==> config.mk <==
export PLATFORM = sky130hd
export DESIGN_NAME = generador_eventos_flat
export DESIGN_NICKNAME = d
export VERILOG_FILES = /design/src/rtl/generador_eventos_pkg.sv /design/src/rtl/generador_eventos_if.sv /design/src/rtl/generador_eventos_temporizador.sv /design/src/rtl/generador_eventos.sv /design/src/flat_wrapper.sv
export SDC_FILE = /design/constraint.sdc
export NUM_CORES = 1
export LEC_CHECK = 0
export CAP_MARGIN = 5
export CORE_UTILIZATION = 40
export CTS_BUF_LIST = sky130_fd_sc_hd__clkbuf_8 sky130_fd_sc_hd__clkbuf_16
export DETAILED_ROUTE_END_ITERATION = 8
export MAX_ROUTING_LAYER = met4
export PLACE_DENSITY = 0.65
export SYNTH_ARGS = -nofsm -noshare
export SYNTH_HDL_FRONTEND = slang
export SYNTH_SLANG_ARGS = --single-unit
export TNS_END_PERCENT = 30
==> constraint.sdc <==
create_clock -name i_clk -period 1.65 [get_ports i_clk]
set_input_delay 0.2475 -clock i_clk [delete_from_list [all_inputs] [get_ports i_clk]]
set_output_delay 0.2475 -clock i_clk [all_outputs]
set_load 0.01 [all_outputs]
==> src/rtl/generador_eventos_pkg.sv <==
// rtl/generador_eventos_pkg.sv - shared state encoding and default widths
// Purpose: state encoding and default field widths used by the event-train generator.
// Contents: N_DEF (pulse-count width), P_DEF (period width), estado_t (2-bit FSM states).
package generador_eventos_pkg;

  localparam int N_DEF = 4;
  localparam int P_DEF = 8;

  typedef enum logic [1:0] {
    IDLE  = 2'd0,
    PULSE = 2'd1,
    GAP   = 2'd2,
    FIN   = 2'd3
  } estado_t;

endpackage

==> src/rtl/generador_eventos_if.sv <==
// rtl/generador_eventos_if.sv - control/status bundle of the event-train generator
// Purpose: groups the request inputs and train status outputs of generador_eventos.
// Signals: start, stop, num[N], periodo[P] (requester -> generator);
//          pulso, busy, done, restantes[N] (generator -> requester).
// Modports: master = requester side, slave = generator side.
interface generador_eventos_if
  import generador_eventos_pkg::*;
#(
  parameter int N = N_DEF,
  parameter int P = P_DEF
) ();

  logic         start;
  logic         stop;
  logic [N-1:0] num;
  logic [P-1:0] periodo;
  logic         pulso;
  logic         busy;
  logic         done;
  logic [N-1:0] restantes;

  modport master (
    output start, stop, num, periodo,
    input  pulso, busy, done, restantes
  );

  modport slave (
    input  start, stop, num, periodo,
    output pulso, busy, done, restantes
  );

endinterface

==> src/rtl/generador_eventos_temporizador.sv <==
// rtl/generador_eventos_temporizador.sv - loadable down-counter timing the gap between pulses
// Purpose: P-bit down-counter; o_fin flags the last cycle of a gap.
// Ports: i_clk, i_rst (async, active-low), i_load/i_valor (load count),
//        i_en (count down), o_fin (count equals 1).
module temporizador_periodo
  import generador_eventos_pkg::*;
#(
  parameter int P = P_DEF
) (
  input  logic         i_clk,
  input  logic         i_rst,
  input  logic         i_load,
  input  logic [P-1:0] i_valor,
  input  logic         i_en,
  output logic         o_fin
);

  localparam logic [P-1:0] UNO = {{(P-1){1'b0}}, 1'b1};

  logic [P-1:0] r_cuenta;

  // Saturates at zero so a stray enable can never wrap the count.
  always_ff @(posedge i_clk or negedge i_rst) begin
    if (!i_rst) begin
      r_cuenta <= '0;
    end else if (i_load) begin
      r_cuenta <= i_valor;
    end else if (i_en && (r_cuenta != '0)) begin
      r_cuenta <= r_cuenta - UNO;
    end
  end

  assign o_fin = (r_cuenta == UNO);

endmodule

==> src/rtl/generador_eventos.sv <==
// rtl/generador_eventos.sv - programmable event-train generator
// Purpose: on an accepted start, emits num one-cycle pulses spaced periodo idle
//          cycles apart, then a one-cycle done strobe.
// Ports: i_clk, i_rst (async, active-low), bus (slave modport: start, stop, num,
//        periodo in; pulso, busy, done, restantes out).
module generador_eventos
  import generador_eventos_pkg::*;
#(
  parameter int N = N_DEF,
  parameter int P = P_DEF
) (
  input  logic                 i_clk,
  input  logic                 i_rst,
  generador_eventos_if.slave   bus
);

  localparam logic [N-1:0] UNO_N = {{(N-1){1'b0}}, 1'b1};

  estado_t      r_estado;
  estado_t      w_estado_nxt;
  logic [N-1:0] r_restantes;
  logic [N-1:0] w_restantes_nxt;
  logic [N-1:0] w_rest_dec;
  logic [P-1:0] r_periodo;
  logic         w_acepta;
  logic         w_tmr_load;
  logic         w_tmr_en;
  logic         w_tmr_fin;

  // restantes is always >= 1 in PULSE; the guard keeps it from ever wrapping.
  assign w_rest_dec = (r_restantes != '0) ? (r_restantes - UNO_N) : '0;

  temporizador_periodo #(.P(P)) u_temporizador (
    .i_clk   (i_clk),
    .i_rst   (i_rst),
    .i_load  (w_tmr_load),
    .i_valor (r_periodo),
    .i_en    (w_tmr_en),
    .o_fin   (w_tmr_fin)
  );

  always_comb begin
    w_estado_nxt    = r_estado;
    w_restantes_nxt = r_restantes;
    w_acepta        = 1'b0;
    w_tmr_load      = 1'b0;
    w_tmr_en        = 1'b0;
    unique case (r_estado)
      IDLE, FIN: begin
        // stop blocks acceptance, so a simultaneous start is dropped.
        if (bus.start && !bus.stop) begin
          w_acepta        = 1'b1;
          w_restantes_nxt = bus.num;
          w_estado_nxt    = (bus.num != '0) ? PULSE : FIN;
        end else begin
          w_estado_nxt = IDLE;
        end
      end
      PULSE: begin
        if (bus.stop) begin
          w_estado_nxt    = IDLE;
          w_restantes_nxt = '0;
        end else begin
          w_restantes_nxt = w_rest_dec;
          if (w_rest_dec == '0) begin
            w_estado_nxt = FIN;
          end else if (r_periodo == '0) begin
            w_estado_nxt = PULSE;
          end else begin
            w_estado_nxt = GAP;
            w_tmr_load   = 1'b1;
          end
        end
      end
      GAP: begin
        if (bus.stop) begin
          w_estado_nxt    = IDLE;
          w_restantes_nxt = '0;
        end else begin
          w_tmr_en = 1'b1;
          if (w_tmr_fin) begin
            w_estado_nxt = PULSE;
          end
        end
      end
      default: begin
        w_estado_nxt    = IDLE;
        w_restantes_nxt = '0;
      end
    endcase
  end

  always_ff @(posedge i_clk or negedge i_rst) begin
    if (!i_rst) begin
      r_estado    <= IDLE;
      r_restantes <= '0;
      r_periodo   <= '0;
    end else begin
      r_estado    <= w_estado_nxt;
      r_restantes <= w_restantes_nxt;
      if (w_acepta) begin
        r_periodo <= bus.periodo;
      end
    end
  end

  // Moore outputs: decoded from the state register only.
  assign bus.pulso     = (r_estado == PULSE);
  assign bus.busy      = (r_estado == PULSE) || (r_estado == GAP);
  assign bus.done      = (r_estado == FIN);
  assign bus.restantes = r_restantes;

endmodule

==> src/flat_wrapper.sv <==
// flat-port wrapper written by rule: the top's interface ports become plain ports
module generador_eventos_flat import generador_eventos_pkg::*;
#(
  parameter int N = N_DEF,
  parameter int P = P_DEF
)
  (i_clk, i_rst, bus_start, bus_stop, bus_num, bus_periodo, bus_pulso, bus_busy, bus_done, bus_restantes);
  generador_eventos_if #(.N(N), .P(P)) bus_i ();
  input  logic i_clk;
  input  logic i_rst;
  input wire logic [$bits(bus_i.start)-1:0] bus_start;
  input wire logic [$bits(bus_i.stop)-1:0] bus_stop;
  input wire logic [$bits(bus_i.num)-1:0] bus_num;
  input wire logic [$bits(bus_i.periodo)-1:0] bus_periodo;
  output wire logic [$bits(bus_i.pulso)-1:0] bus_pulso;
  output wire logic [$bits(bus_i.busy)-1:0] bus_busy;
  output wire logic [$bits(bus_i.done)-1:0] bus_done;
  output wire logic [$bits(bus_i.restantes)-1:0] bus_restantes;
  assign bus_i.start = bus_start;
  assign bus_i.stop = bus_stop;
  assign bus_i.num = bus_num;
  assign bus_i.periodo = bus_periodo;
  assign bus_pulso = bus_i.pulso;
  assign bus_busy = bus_i.busy;
  assign bus_done = bus_i.done;
  assign bus_restantes = bus_i.restantes;
  generador_eventos #(.N(N), .P(P)) u_core (.i_clk(i_clk), .i_rst(i_rst), .bus(bus_i));
endmodule
---- Yosys cells after proc, flatten, opt, wreduce, memory -nomap -nowiden ----
Index checks and enable logic that the tools add are counted.
cells by class
  reductions and logical operators ........ 13
  multiplexer cells ....................... 23
  add/sub/neg operators ................... 2
  equal/unequal tests ..................... 7
operator list
  operator             count
  $mux 4               4
  $mux 8               2
  $mux 2               7
  $pmux 4 s3           1
  $eq 8x1->1 const B   1
  $logic_not 8->1      1
  $mux 1               8
  $reduce_bool 4->1    2
  $reduce_bool 8->1    1
  $sub 8x1->8 const B  1
  $pmux 2 s3           1
  $eq 2x2->1 const B   2
  $logic_not 4->1      1
  $sub 4x1->4 const B  1
  $ne 3x3->1 const B   1
  $eq 2x1->1 const B   1
  $logic_and 1x1->1    2
  $logic_not 2->1      1
  $ne 2x1->1 const B   1
  $ne 2x2->1 const B   1
  $reduce_and 2->1     1
  $reduce_bool 2->1    1
  $reduce_or 2->1      1
  $logic_not 1->1      1
  $logic_or 1x1->1     1
word-level totals
  output and inout port bits .............. 7
  word-level logic and storage cells ...... 49
  input port bits ......................... 16
  bits in registers ....................... 22

---- Longest topological paths before layout ----
  depth in word-level cells ............... 7
  gate-level depth with buffers ........... 7
  mapped depth without buffers ............ 6

---- Cells and area by module ----
A second synthesis with hierarchy kept.
unflattened totals
  cells, all modules ...................... 154
  area, all modules ....................... 1363.8 µm²
by module, submodules not included
  module                area an instance (µm²)  seq. area each (µm²)  cells an instance  instances
  generador_eventos     789.5                   350.3                 90                 1
  temporizador_periodo  574.3                   200.2                 64                 1

---- Least setup slack after synthesis ----
Ideal clock, no wire load.
  path type ............................... reg2reg
  from .................................... register u_core.r_estado[0]
  to ...................................... register u_core.r_restantes[0] (netlist: u_core.bus.restantes[0])
  library setup time ...................... 0.084 ns
  buffers on the path ..................... 1
  stages on the path, launching flop included .. 8
  data required time ...................... 1.566 ns
  path slack .............................. -0.076 ns
  arrival ................................. 1.642 ns
  period minus slack after synthesis ...... 1.726 ns
  cells stage by stage .................... dfrtp_1 -> inv_1 -> ha_1 -> clkbuf_1 -> or3b_2 -> nor3_1 -> a21oi_1 -> o21ai_0
on the way
  word-level cells in the longest chain between the ends .. 4
  elaborated cells between the ends (all ways) .. 9
  those cells by class .................... eq/ne: 5; mux: 1; reduce/logical: 3
RTL lines
  element                                               RTL line                  source
  from (decl)                                           generador_eventos.sv:19   estado_t r_estado;
  from (signal assigned)                                generador_eventos.sv:99   r_estado <= w_estado_nxt;
  $eq 2x2->1 / $logic_not 2->1 (equally long branches)  generador_eventos.sv:48   unique case (r_estado)
  $reduce_or 2->1                                       generador_eventos.sv:48
  $ne 2x1->1 (no source line)                           -
  $reduce_and 2->1 (no source line)                     -
  to (signal assigned)                                  generador_eventos.sv:100  r_restantes <= w_restantes_nxt;
  to (decl)                                             generador_eventos.sv:21   logic [N-1:0] r_restantes;
Parallel ways exist; a longest one is shown, timed or not.
A chain may end at the register's enable or synchronous reset.

---- Worst setup path in the final report ----
  from .................................... register u_core.r_periodo[0]
  to ...................................... register u_core.u_temporizador.r_cuenta[3]
on the way
  word-level cells in the longest chain between the ends .. 6
  elaborated cells between the ends (all ways) .. 7
  those cells by class .................... mux: 5; reduce/logical: 2
RTL lines
  element                                             RTL line                              source
  from (decl)                                         generador_eventos.sv:24               logic [P-1:0] r_periodo;
  from (signal assigned)                              generador_eventos.sv:102              r_periodo <= bus.periodo;
  $logic_not 8->1 (*)                                 generador_eventos.sv:67               end else if (r_periodo == '0) begin
  $mux 1 (*)                                          generador_eventos.sv:67
  $mux 1 (*)                                          generador_eventos.sv:65               if (w_rest_dec == '0) begin
  $mux 1 (*)                                          generador_eventos.sv:60               if (bus.stop) begin
  $mux 1 (*)                                          generador_eventos.sv:48
  $mux 8 / $reduce_bool 2->1 (equally long branches)  -
  to (signal assigned)                                generador_eventos_temporizador.sv:27  r_cuenta <= i_valor;
  to (signal assigned)                                generador_eventos_temporizador.sv:29  r_cuenta <= r_cuenta - UNO;
  to (decl)                                           generador_eventos_temporizador.sv:20  logic [P-1:0] r_cuenta;
Mark *: on every way between the ends. The rest lies on a longest branch, timed or not.

==> results_dict.tcl <==
set metrics [dict create \
    status "finished, final reports clean" \
    yosys_warnings 0 \
    worst-r2r-setup-slack_ps 6 \
    synth_area_leaders "dfrtp_1 (43%), mux2_2 (8.0%), nor2_1 (5.3%)" \
    drtPass1Iterations 4 \
    path_clk_slew_ps 80 \
    relSlewSlack_pct 68.59 \
    routed_wl_mm 3.089 \
    synth_ff_type "dfrtp_1" \
    skew_ps 5.895 \
    leakagePower_nw 0.8214 \
    syn_inst 126 \
    power-per-cell-area_nw_per_um2 1751 \
    cts_tree "yes" \
    track_usage_pct 19.65 \
    synth_area_um2 1271 \
    syn2layout_area_growth_pct 49.71 \
    multi_input_area_um2 747.0 \
    die_h_um 58.38 \
    synth_xor_area_share_pct 0.6890 \
    holdBufCountCts 0 \
    insertedDiodeCount 0 \
    numCtsBuffers 3 \
    synth_top_family_by_area "simple AND/OR/NAND/NOR gates" \
    layout_setup_ws_ps 5.824 \
    yosys.area_share.simple_pct 18.31 \
    fp.dieW_um 58.38 \
    drive_gt1_share_pct 35.36 \
    port_buffers 22 \
    cp-startpoint "u_core.r_periodo[0]$_DFFE_PN0P_" \
    muxShareOfSynthArea_pct 11.12 \
    synth_compound_gate_area_share_pct 17.81 \
    synthDistinctLibCells 37 \
    ys_ff_latch 22 \
    report.final.slew_viol_count 0 \
    pre_cts_slack_ps -124.1 \
    rows 20 \
    synth_top_area_share_pct 43.31 \
    final_nets 203 \
    pin_count 23 \
    drc 0 \
    syn_nets 147 \
    grt_pass1_vias 1123 \
    gr-total-overflow 0 \
    die-area_um2 3408 \
    clock.fmax_mhz 608.2 \
    start_util_pct 41.98 \
    max-vdd-ir-drop_v 0.0008846 \
    routed-via-count 1167 \
    setup_viol 0 \
    max_cap_viol_count 0 \
    crit_fanout 14 \
    grt_max_degree 23 \
    avgViaCountPerCell 5.187 \
    insertion_delay_ps 270 \
    tightest_slew_ps 467.5 \
    cts_num_sinks 22 \
    fin_crit_sh_pct 99.65 \
    timing.final.crit_period_ps 1644 \
    gp_congestion 0.8512 \
    r2r-start "u_core.r_periodo[0]$_DFFE_PN0P_" \
    synth_edf_count 0 \
    ant_nets 0 \
    grt_pass1_wl_mm 4.905 \
    grt_setup_unrepaired "yes" \
    synthAdderAreaFrac_pct 4.921 \
    crit_required_ps 1850 \
    end_kind "register" \
    final_hold_viol_count 0 \
    syn_avg_cell_area_um2 10.09 \
    core_area_um2 3028 \
    arrival_ps 1840 \
    hpwl_mm 2.269 \
    yosysSeqAreaShare_pct 43.31 \
    drt_iter0_markers 38 \
    worstSetupPathType "register to register" \
    hold_path.class "input port to asynchronous set/reset pin" \
    cts_buffer_depth 2 \
    synth_commonest_cells "dfrtp_1 (22), nor2_1 (18), mux2_2 (9), inv_1 (8), o21ai_0 (8)" \
    hold_ws_ps 319.9 \
    antenna_found_initial 0 \
    wl_per_cell_um 13.73 \
    clk_root_buffer_cell "clkbuf_8" \
    cp-start-kind "register" \
    n_fill_cell 262 \
    htreeDepth 1 \
    yosysTopAreaCell "dfrtp_1" \
    power_w 0.003332 \
    async_flop_share_pct 100.0 \
    yosysMostFrequentCell "dfrtp_1" \
    regArea_um2 550.5 \
]
-- cell families (layout without fill, tap and decap cells) --
logic type,Yosys count,after routing
AND/OR/NAND/NOR,43,43
AO/OA/AOI/OAI,32,32
flip-flops,22,22
multiplexers,13,13
buffers and inverters,10,65
adder cells (fa/ha/maj),5,5
XOR/XNOR,1,1
-- layout make-up --
type                       instances  area share [%]
sequential                        22           28.93
multi-input combinational         94           39.25
clock buffer                       4           2.893
tap                               44           2.893
timing repair buffer              53           24.46
inverter                           8           1.578
-- per-layer routing --
metal	up-vias	wire (µm)	part of all wire, %	track usage, %
met5	-	0	0	-
met4	0	18	0.58	5.102
met3	3	107	3.5	4.615
met2	22	1567	51	31.69
met1	569	1396	45	25.04
li1	573	-	-	-
-- metrics by stage --
step | instance area (µm²) | setup TNS [ps] | util [%] | instances
after floorplan | 1280 | -34.84 | - | 126
after global placement | 1773 | -684.5 | 58.55 | 220
after detailed placement | 1773 | -1373 | 58.55 | 220
after CTS | 1831 | -52.96 | 60.45 | 224
after global routing | 1903 | -158.5 | 62.85 | 225
final | 1903 | 0 | 62.85 | 225
-- worst max-delay path: stages, from the launching register on --
cell	delay (ps)
dfrtp_1	380
or4_4	560
o2111ai_4	270
buf_12	180
nor2_2	40
a31oi_1	140
-- worst paths after layout --
path,endpoint,cells after the start
setup / recovery,u_core.u_temporizador.r_cuenta[3]$_DFFE_PN0P_,5
hold / removal,u_core.r_estado[0]$_DFFE_PN0P_,2
setup reg to reg,u_core.u_temporizador.r_cuenta[3]$_DFFE_PN0P_,5
hold reg to reg,u_core.r_periodo[3]$_DFFE_PN0P_,1
max in group asynchronous,u_core.bus.restantes[2]$_DFFE_PN0P_,2
min in group i_clk,u_core.r_periodo[3]$_DFFE_PN0P_,1
-- timing repair --
item                                   CTS  global route
buffers inserted                         0             1
pin swaps                                1             7
resized for setup                        7            14
endpoints found under the hold margin    0             0
setup endpoints to repair               10            16
-- state kept, by name, summed over array words and instances (netlist names) --
name                            cells
u_core.r_estado                     2
u_core.r_periodo                    8
u_core.u_temporizador.r_cuenta      8
u_core.bus.restantes                4
-- report_power, final --
part,internal [W],switching (W)
registers,0.000809,0.000285
clock network,0.000213,0.000182
logic,0.00102,0.000819
-- cell usage in the layout (no fill, tap or decap), drive strengths merged, types with 2 or more instances in the layout --
cell type | synthesis | routed
buf | 1 | 31
dfrtp | 22 | 22
clkdlybuf4s50 | 0 | 19
nor2 | 18 | 18
mux2 | 9 | 9
inv | 8 | 8
o21ai | 8 | 8
a21oi | 8 | 8
nand2 | 6 | 6
a31oi | 6 | 6
ha | 5 | 5
mux2i | 4 | 4
clkbuf | 1 | 4
nor3 | 4 | 4
dlygate4sd2 | 0 | 3
or4 | 2 | 2
nand4b | 2 | 2
nor4 | 2 | 2
o31ai | 2 | 2
Power figures use the tool's default switching activity.
